==> src/rtl/hist_phase_sequencer.sv <==
// Phase sequencer for the two-image histogram-equalization pipeline: clear,
// histogram, CDF and remap passes per image, with paired input-SRAM read addresses.
module hist_phase_sequencer #(
  parameter int AddressSize = 16,
  parameter int Img0Base    = 0,
  parameter int Img0Words   = 19200,
  parameter int Img1Base    = 32768,
  parameter int Img1Words   = 19200
) (
  input  logic                   clock,
  input  logic                   reset,
  input  logic                   StartSignal,
  input  logic                   Stall,
  input  logic                   ClearDone,
  input  logic                   HistDone,
  input  logic                   CdfDone,
  input  logic                   MapDone,
  output logic [AddressSize-1:0] ReadAddressInput_1,
  output logic [AddressSize-1:0] ReadAddressInput_2,
  output logic                   AddrValid,
  output logic                   PassSelect,
  output logic                   ImageSel,
  output logic                   ClearStart,
  output logic                   CdfStart,
  output logic                   Busy,
  output logic [1:0]             GlobalFlag
);

  localparam logic [AddressSize-1:0] BASE0 = AddressSize'(Img0Base);
  localparam logic [AddressSize-1:0] BASE1 = AddressSize'(Img1Base);
  localparam logic [AddressSize-1:0] LAST0 = AddressSize'(Img0Words / 2 - 1);
  localparam logic [AddressSize-1:0] LAST1 = AddressSize'(Img1Words / 2 - 1);
  localparam logic [AddressSize-1:0] STEP  = AddressSize'(2);
  localparam logic [AddressSize-1:0] ONE   = AddressSize'(1);

  typedef enum logic [3:0] {
    S_IDLE, S_CLEAR, S_HIST, S_HDRAIN, S_CDF, S_MAP, S_MDRAIN, S_NEXT, S_DONE
  } state_t;

  state_t                 state, state_nx;
  logic [AddressSize-1:0] pair_cnt, pair_cnt_nx;
  logic [AddressSize-1:0] addr1_nx, addr2_nx;
  logic [AddressSize-1:0] base_sel, last_sel;
  logic                   valid_nx, pass_nx, image_nx, clear_start_nx, cdf_start_nx, busy_nx;
  logic [1:0]             flag_nx;

  assign base_sel = ImageSel ? BASE1 : BASE0;
  assign last_sel = ImageSel ? LAST1 : LAST0;

  // Handshake: a pair is consumed on any cycle with AddrValid=1 and Stall=0;
  // with Stall=1 the presented pair and AddrValid stay frozen.
  always_comb begin
    state_nx       = state;
    pair_cnt_nx    = pair_cnt;
    addr1_nx       = ReadAddressInput_1;
    valid_nx       = AddrValid;
    pass_nx        = PassSelect;
    image_nx       = ImageSel;
    flag_nx        = GlobalFlag;
    clear_start_nx = 1'b0;
    cdf_start_nx   = 1'b0;
    case (state)
      S_IDLE: begin
        if (StartSignal) begin
          state_nx       = S_CLEAR;
          clear_start_nx = 1'b1;
          flag_nx        = 2'b00;
          image_nx       = 1'b0;
        end
      end
      // ClearStart/CdfStart are high only on the entry cycle, so masking with
      // them drops a done pulse that coincides with its own start.
      S_CLEAR: begin
        if (ClearDone && !ClearStart) begin
          state_nx    = S_HIST;
          valid_nx    = 1'b1;
          pass_nx     = 1'b0;
          addr1_nx    = base_sel;
          pair_cnt_nx = '0;
        end
      end
      S_HIST, S_MAP: begin
        if (!Stall) begin
          if (pair_cnt == last_sel) begin
            state_nx = (state == S_HIST) ? S_HDRAIN : S_MDRAIN;
            valid_nx = 1'b0;
          end else begin
            pair_cnt_nx = pair_cnt + ONE;
            addr1_nx    = ReadAddressInput_1 + STEP;
          end
        end
      end
      S_HDRAIN: begin
        if (HistDone) begin
          state_nx     = S_CDF;
          cdf_start_nx = 1'b1;
        end
      end
      S_CDF: begin
        if (CdfDone && !CdfStart) begin
          state_nx    = S_MAP;
          valid_nx    = 1'b1;
          pass_nx     = 1'b1;
          addr1_nx    = base_sel;
          pair_cnt_nx = '0;
        end
      end
      S_MDRAIN: begin
        if (MapDone) state_nx = S_NEXT;
      end
      S_NEXT: begin
        if (!ImageSel) begin
          state_nx       = S_CLEAR;
          clear_start_nx = 1'b1;
          flag_nx        = 2'b01;
          image_nx       = 1'b1;
        end else begin
          state_nx = S_DONE;
          flag_nx  = 2'b10;
        end
      end
      S_DONE: begin
        if (!StartSignal) state_nx = S_IDLE;
      end
      default: state_nx = S_IDLE;
    endcase
    addr2_nx = addr1_nx + ONE;
    busy_nx  = !(state_nx == S_IDLE || state_nx == S_DONE);
  end

  always_ff @(posedge clock) begin
    if (reset) begin
      state              <= S_IDLE;
      pair_cnt           <= '0;
      ReadAddressInput_1 <= '0;
      ReadAddressInput_2 <= '0;
      AddrValid          <= 1'b0;
      PassSelect         <= 1'b0;
      ImageSel           <= 1'b0;
      ClearStart         <= 1'b0;
      CdfStart           <= 1'b0;
      Busy               <= 1'b0;
      GlobalFlag         <= 2'b00;
    end else begin
      state              <= state_nx;
      pair_cnt           <= pair_cnt_nx;
      ReadAddressInput_1 <= addr1_nx;
      ReadAddressInput_2 <= addr2_nx;
      AddrValid          <= valid_nx;
      PassSelect         <= pass_nx;
      ImageSel           <= image_nx;
      ClearStart         <= clear_start_nx;
      CdfStart           <= cdf_start_nx;
      Busy               <= busy_nx;
      GlobalFlag         <= flag_nx;
    end
  end

endmodule

==> config.mk <==
export PLATFORM = sky130hd
export DESIGN_NAME = hist_phase_sequencer
export DESIGN_NICKNAME = d
export VERILOG_FILES = /design/src/rtl/hist_phase_sequencer.sv
export SDC_FILE = /design/constraint.sdc
export NUM_CORES = 1
export LEC_CHECK = 0
export CORE_MARGIN = 2
export CORE_UTILIZATION = 48
export DETAILED_ROUTE_END_ITERATION = 16
export GPL_TIMING_DRIVEN = 0
export PLACE_DENSITY = 0.75
export SYNTH_ARGS = -nofsm -noshare
export SYNTH_HDL_FRONTEND = slang
export SYNTH_SLANG_ARGS = --single-unit
==> constraint.sdc <==
create_clock -name clock -period 2.54 [get_ports clock]
set_input_delay 0.254 -clock clock [delete_from_list [all_inputs] [get_ports clock]]
set_output_delay 0.254 -clock clock [all_outputs]
set_load 0.02 [all_outputs]
* After elaboration in Yosys (flattened, before gate mapping) *
Cells that the tools add are included.

word-level totals
  register bits = 60
  output and inout bits = 40

cells by class
  $add $sub $neg = 3
  equality and inequality tests = 16
  mux-type cells = 38
  bitwise gates (word level) = 1
  reduce and logical (&&, ||, !) cells = 17

operators with widths
  operator                                               count
  two-way mux 16 bit                                     9
  case mux 16 bit (3 select lines)                       2
  two-way mux 4 bit                                      9
  adder 16 x 1 -> 16 bit, second input constant          2
  case mux 4 bit (8 select lines)                        1
  adder 16 x 2 -> 16 bit, second input constant          1
  equality test 16 x 14 -> 1 bit, second input constant  1
  equality test 4 x 3 -> 1 bit, second input constant    4
  inequality test 2 bit, second input constant           6
  AND reduction 5 bit                                    2
  two-way mux 1 bit                                      9
  equality test 4 x 2 -> 1 bit, second input constant    2
  equality test 4 bit, second input constant             2
  zero test 4 bit                                        2
  case mux 1 bit (2 select lines)                        3
  equality test 4 x 1 -> 1 bit, second input constant    1
  two-way mux 2 bit                                      2
  case mux 2 bit (2 select lines)                        1
  nonzero test 2 bit                                     2
  OR reduction 2 bit                                     2
  zero test 1 bit                                        3
  two-way mux 3 bit                                      1
  case mux 1 bit (3 select lines)                        1
  AND reduction 3 bit                                    1
  5 further kinds                                        6

* Longest topological paths before layout *
  depth in word-level cells = 8
  mapped depth = 13
  mapped depth without buffers = 12

* Least setup slack after synthesis *
OpenSTA, ideal clock, no wires.

  path type = register -> register
  start point = register pair_cnt[0]
  end point = register ReadAddressInput_2[13]
  data arrival time = 2459 ps
  setup slack = -43 ps
  stages on the path, launching flop included = 10
  path buffers = 0
  clock period less this slack = 2583 ps
  cell sequence = dfxtp_1 -> ha_1 -> nor4bb_1 -> nand4_1 -> a21o_1 -> a31oi_2 -> nand4_1 -> nor2_4 -> nand4b_1 -> mux2_1

on the way
  word-level cells in the longest chain between the ends = 5

RTL lines
  element                           line  text
  from (decl)                       41    logic [AddressSize-1:0] pair_cnt, pair_cnt_nx;
  from (signal assigned)            146   pair_cnt <= pair_cnt_nx;
  equality test 16 x 14 -> 1 bit    84    if (pair_cnt == last_sel) begin
  two-way mux 16 bit                84
  two-way mux 16 bit                83    if (!Stall) begin
  case mux 16 bit (3 select lines)  62    case (state)
  adder 16 x 1 -> 16 bit            127   addr2_nx = addr1_nx + ONE;
  to (signal assigned)              148   ReadAddressInput_2 <= addr2_nx;
  to (decl)                         19    output logic [AddressSize-1:0] ReadAddressInput_2,

No other way between the ends.
A chain may end at the register's enable or synchronous reset.

* Final worst setup path *
  start point = register state[0]
  end point = register ReadAddressInput_2[9]

on the way
  word-level cells in the longest chain between the ends = 4
  elaborated cells between the ends (all ways) = 7
  classes of those cells = add/sub (1); eq/ne (4); mux (1); reduce/logical (1)

RTL lines
  element                                                                              line  text
  from (decl)                                                                          40    state_t state, state_nx;
  from (signal assigned)                                                               145   state <= state_nx;
  equality test 4 x 2 -> 1 bit / equality test 4 x 3 -> 1 bit (equally long branches)  62
  OR reduction 2 bit                                                                   62
  case mux 16 bit (3 select lines) *                                                   62
  adder 16 x 1 -> 16 bit *                                                             127

Mark *: on every way between the ends. The rest lies on a longest branch, timed or not.

==> impl_metrics.toml <==
[outcome]
status = "finished, violations left"
failed_checks = "negative setup slack"

[final_layout]
syn_to_final_growth_pct = 48.8
antenna_cells = 0
layout-drive-gt1-share = 0.281
nNetsFinal = 479
final_cell_mix = "nor2_1 (54), dfxtp_1 (49), clkdlybuf4s50_1 (46), buf_4 (39), nand2_1 (22)"
layout_commonest_cell = "nor2_1"
final_util = 0.730
num-fill-cells = 433
final_cells = 550

[floorplanning]
start_util = 0.491
die_x_um = 84.1
io_pins = 48
die_y_um = 84.1
core.rowCount = 29
dieArea_mm2 = 0.00707
coreArea_mm2 = 0.00628

[drt]
post-route-drc-count = 0
routedWlPerCell_um = 18.3
wl_um = 10100
viasPerCell = 6.04
dr.pass1.iters = 5
ant_nets = 0
detailroute.via_count = 3323
drtIter0Drc = 339

[power]
ir_drop_mv = 0.356
pwr-share-clk = 0.412
power_density_mw_per_mm2 = 472
p_leak_nw = 1.69
p_int_mw = 1.58
p_sw_mw = 0.578
p_comb_frac = 0.141
p_total_mw = 2.16
power.share.switching = 0.267
pwr-share-seq = 0.448

[setup_path]
critPathKind = "flip-flop to flip-flop"
r2r_cells = 11
critPathMaxFanout = 7
cp-start-kind = "flip-flop"
rrSetupSlack_ns = -0.14
timing.rr.start = "state[0]$_SDFF_PP0_"
crit_path_end_kind = "flip-flop"
cp.arrival_ns = 2.90
r2r_end = "ReadAddressInput_2[9]$_SDFF_PP0_"
worst_ep_required_time_ns = 2.75

[cts]
clk_pin_slew_worst_paths_ns = 0.07
cts_sinks = 60
clk_latency_ns = 0.36
clock-root-buffer = "clkbuf_8"
cts_tree = "yes"
cts_buffer_depth = 2
htreeDepth = 3
numCtsBuffers = 9

[timing]
worst_slew_pin_slew_ns = 0.629
clock.fmax_mhz = 373
slew_headroom = 0.581
clock_skew_ns = 0.0131
fin_crit_ns = 2.68
fin_ws_ns = -0.142
report.final.slew_viol_count = 0
hold_violations = 0
tns_ns = -0.601
fin_crit_sh = 1.06
grt_setup_unrepaired = "yes"
setup_viol = 8

[min_path]
hold_depth = 2
hold_class = "flip-flop to flip-flop"
min_to = "GlobalFlag[1]$_SDFFE_PP0P_"
worstHoldStart = "GlobalFlag[1]$_SDFFE_PP0P_"

[grt]
grt_max_degree = 11
antenna_found_initial = 0
grt_pass1_vias = 3038
grt-ovfl-total = 0
grt_pass1_wl_um = 14600
grt.total_usage = 0.258

[synthesis]
synth_warnings = 0
syn_area_mm2 = 0.00308
async_reset_ff_frac = 0
postSynthAreaPerCell_um2 = 8.42
synth_cell_type_count = 67
ys_seq_area_frac = 0.390
synth_ff_type = "dfxtp_1"
synth_edf_count = 0
syn_nets = 377
ys_seq_elements = 60
synthCells = 366

[placed_design]
dp_hpwl_um = 5640
portBuffers = 47
pre_cts_ws_ns = -0.719
globalplace.congestion = 0.882
dp_cells = 490

[job]
drv_cap = 0
[cell families (layout without fill, tap and decap cells)]
logic type	after synthesis	in the layout	synth area share
AOI/OAI and AO/OA	74	75	0.179
xor gates and xnor gates	20	20	0.0569
adders and majority gates	3	3	0.0122
buffers and inverters	30	136	0.0414
DFF	60	60	0.390
muxes	6	6	0.0211
and+or+nand+nor	173	173	0.300
[worst max path at each step]
stage | from | to | slack (ns) | cells after the start
after floorplan | ClearStart$_SDFF_PP0_ | ReadAddressInput_2[12]$_SDFF_PP0_ | -0.002 | 12
after CTS | state[2]$_SDFF_PP0_ | ReadAddressInput_2[9]$_SDFF_PP0_ | -0.02 | 9
after global routing | state[1]$_SDFF_PP0_ | ReadAddressInput_2[13]$_SDFF_PP0_ | -0.17 | 10
after detailed placement | CdfDone | ReadAddressInput_2[12]$_SDFF_PP0_ | -0.72 | 13
after global placement | CdfDone | ReadAddressInput_2[12]$_SDFF_PP0_ | -0.72 | 13
final | state[0]$_SDFF_PP0_ | ReadAddressInput_2[9]$_SDFF_PP0_ | -0.14 | 11
[cells in the mapped netlist (9+ instances only)]
cell type	number	area (µm²)
nor2_1	56	210
nor2b_1	16	100
a21oi_1	17	85.1
xnor2_1	13	114
nand2_1	25	93.8
dfxtp_1	60	1200
inv_1	15	56.3
nor3_1	11	55.1
clkbuf_1	9	33.8
nand3_1	12	60.1
and3_1	9	56.3
o21ai_0	10	50.1
a31oi_1	10	62.6
[layer usage]
metal | GRT usage | wire length (µm)
met5 | 0 | 0
met3 | 0.0682 | 726
met1 | 0.327 | 4000
met4 | 0.109 | 413
met2 | 0.416 | 4910
[critical path: stages, from the launching register on]
cell and delay [ns]:
dfxtp_4 0.36, or3b_4 0.43, a21oi_2 0.34, buf_4 0.19
o211ai_1 0.15, o221ai_4 0.16, nand4_1 0.18, buf_6 0.17
buf_6 0.12, nor4b_4 0.23, xnor2_1 0.15, nor2_1 0.06
[state kept, by name (all words and copies together) (netlist names)]
register and count:
ReadAddressInput_1 16, state 4, PassSelect 1, pair_cnt 16, GlobalFlag 2, AddrValid 1, Busy 1, ReadAddressInput_2 16
ClearStart 1, ImageSel 1, CdfStart 1
[cell type report]
cell class | instances | area, µm² | share of cell area
clock inverters | 4 | 47.5 | 0.0104
repair buffers | 91 | 818 | 0.179
inverters | 15 | 56.3 | 0.0123
clock buffers | 12 | 155 | 0.0339
well taps | 77 | 96.3 | 0.0210
plain buffers | 14 | 87.6 | 0.0191
flip-flops and latches | 60 | 1230 | 0.268
multi-input cells | 277 | 2090 | 0.456
[metrics by stage]
stage / hold WS, ns / cell area (µm²)
5_1_grt: 0.502 / 4580
6_report: 0.487 / 4580
3_5_place_dp: 0.471 / 3670
3_3_place_gp: 0.447 / 3670
4_1_cts: 0.482 / 4320
2_1_floorplan: 0.335 / 3100
[repair_timing]
action,in CTS,in global routing
hold buffers,0,0
gates resized for setup,49,39
setup buffers,30,14
pin swaps,19,22
cloned,1,0
endpoints found under the setup margin,20,21
[power by group through the flow]
stage	Combinational, mW	Clock (mW)	Sequential [mW]
floorplan	0.139	0	1.00
global placement	0.222	0	0.992
detailed placement	0.223	0	0.992
CTS	0.260	0.899	0.970
global route	0.321	0.938	0.969
finish	0.304	0.890	0.968
(Power assumes the default switching activity.)
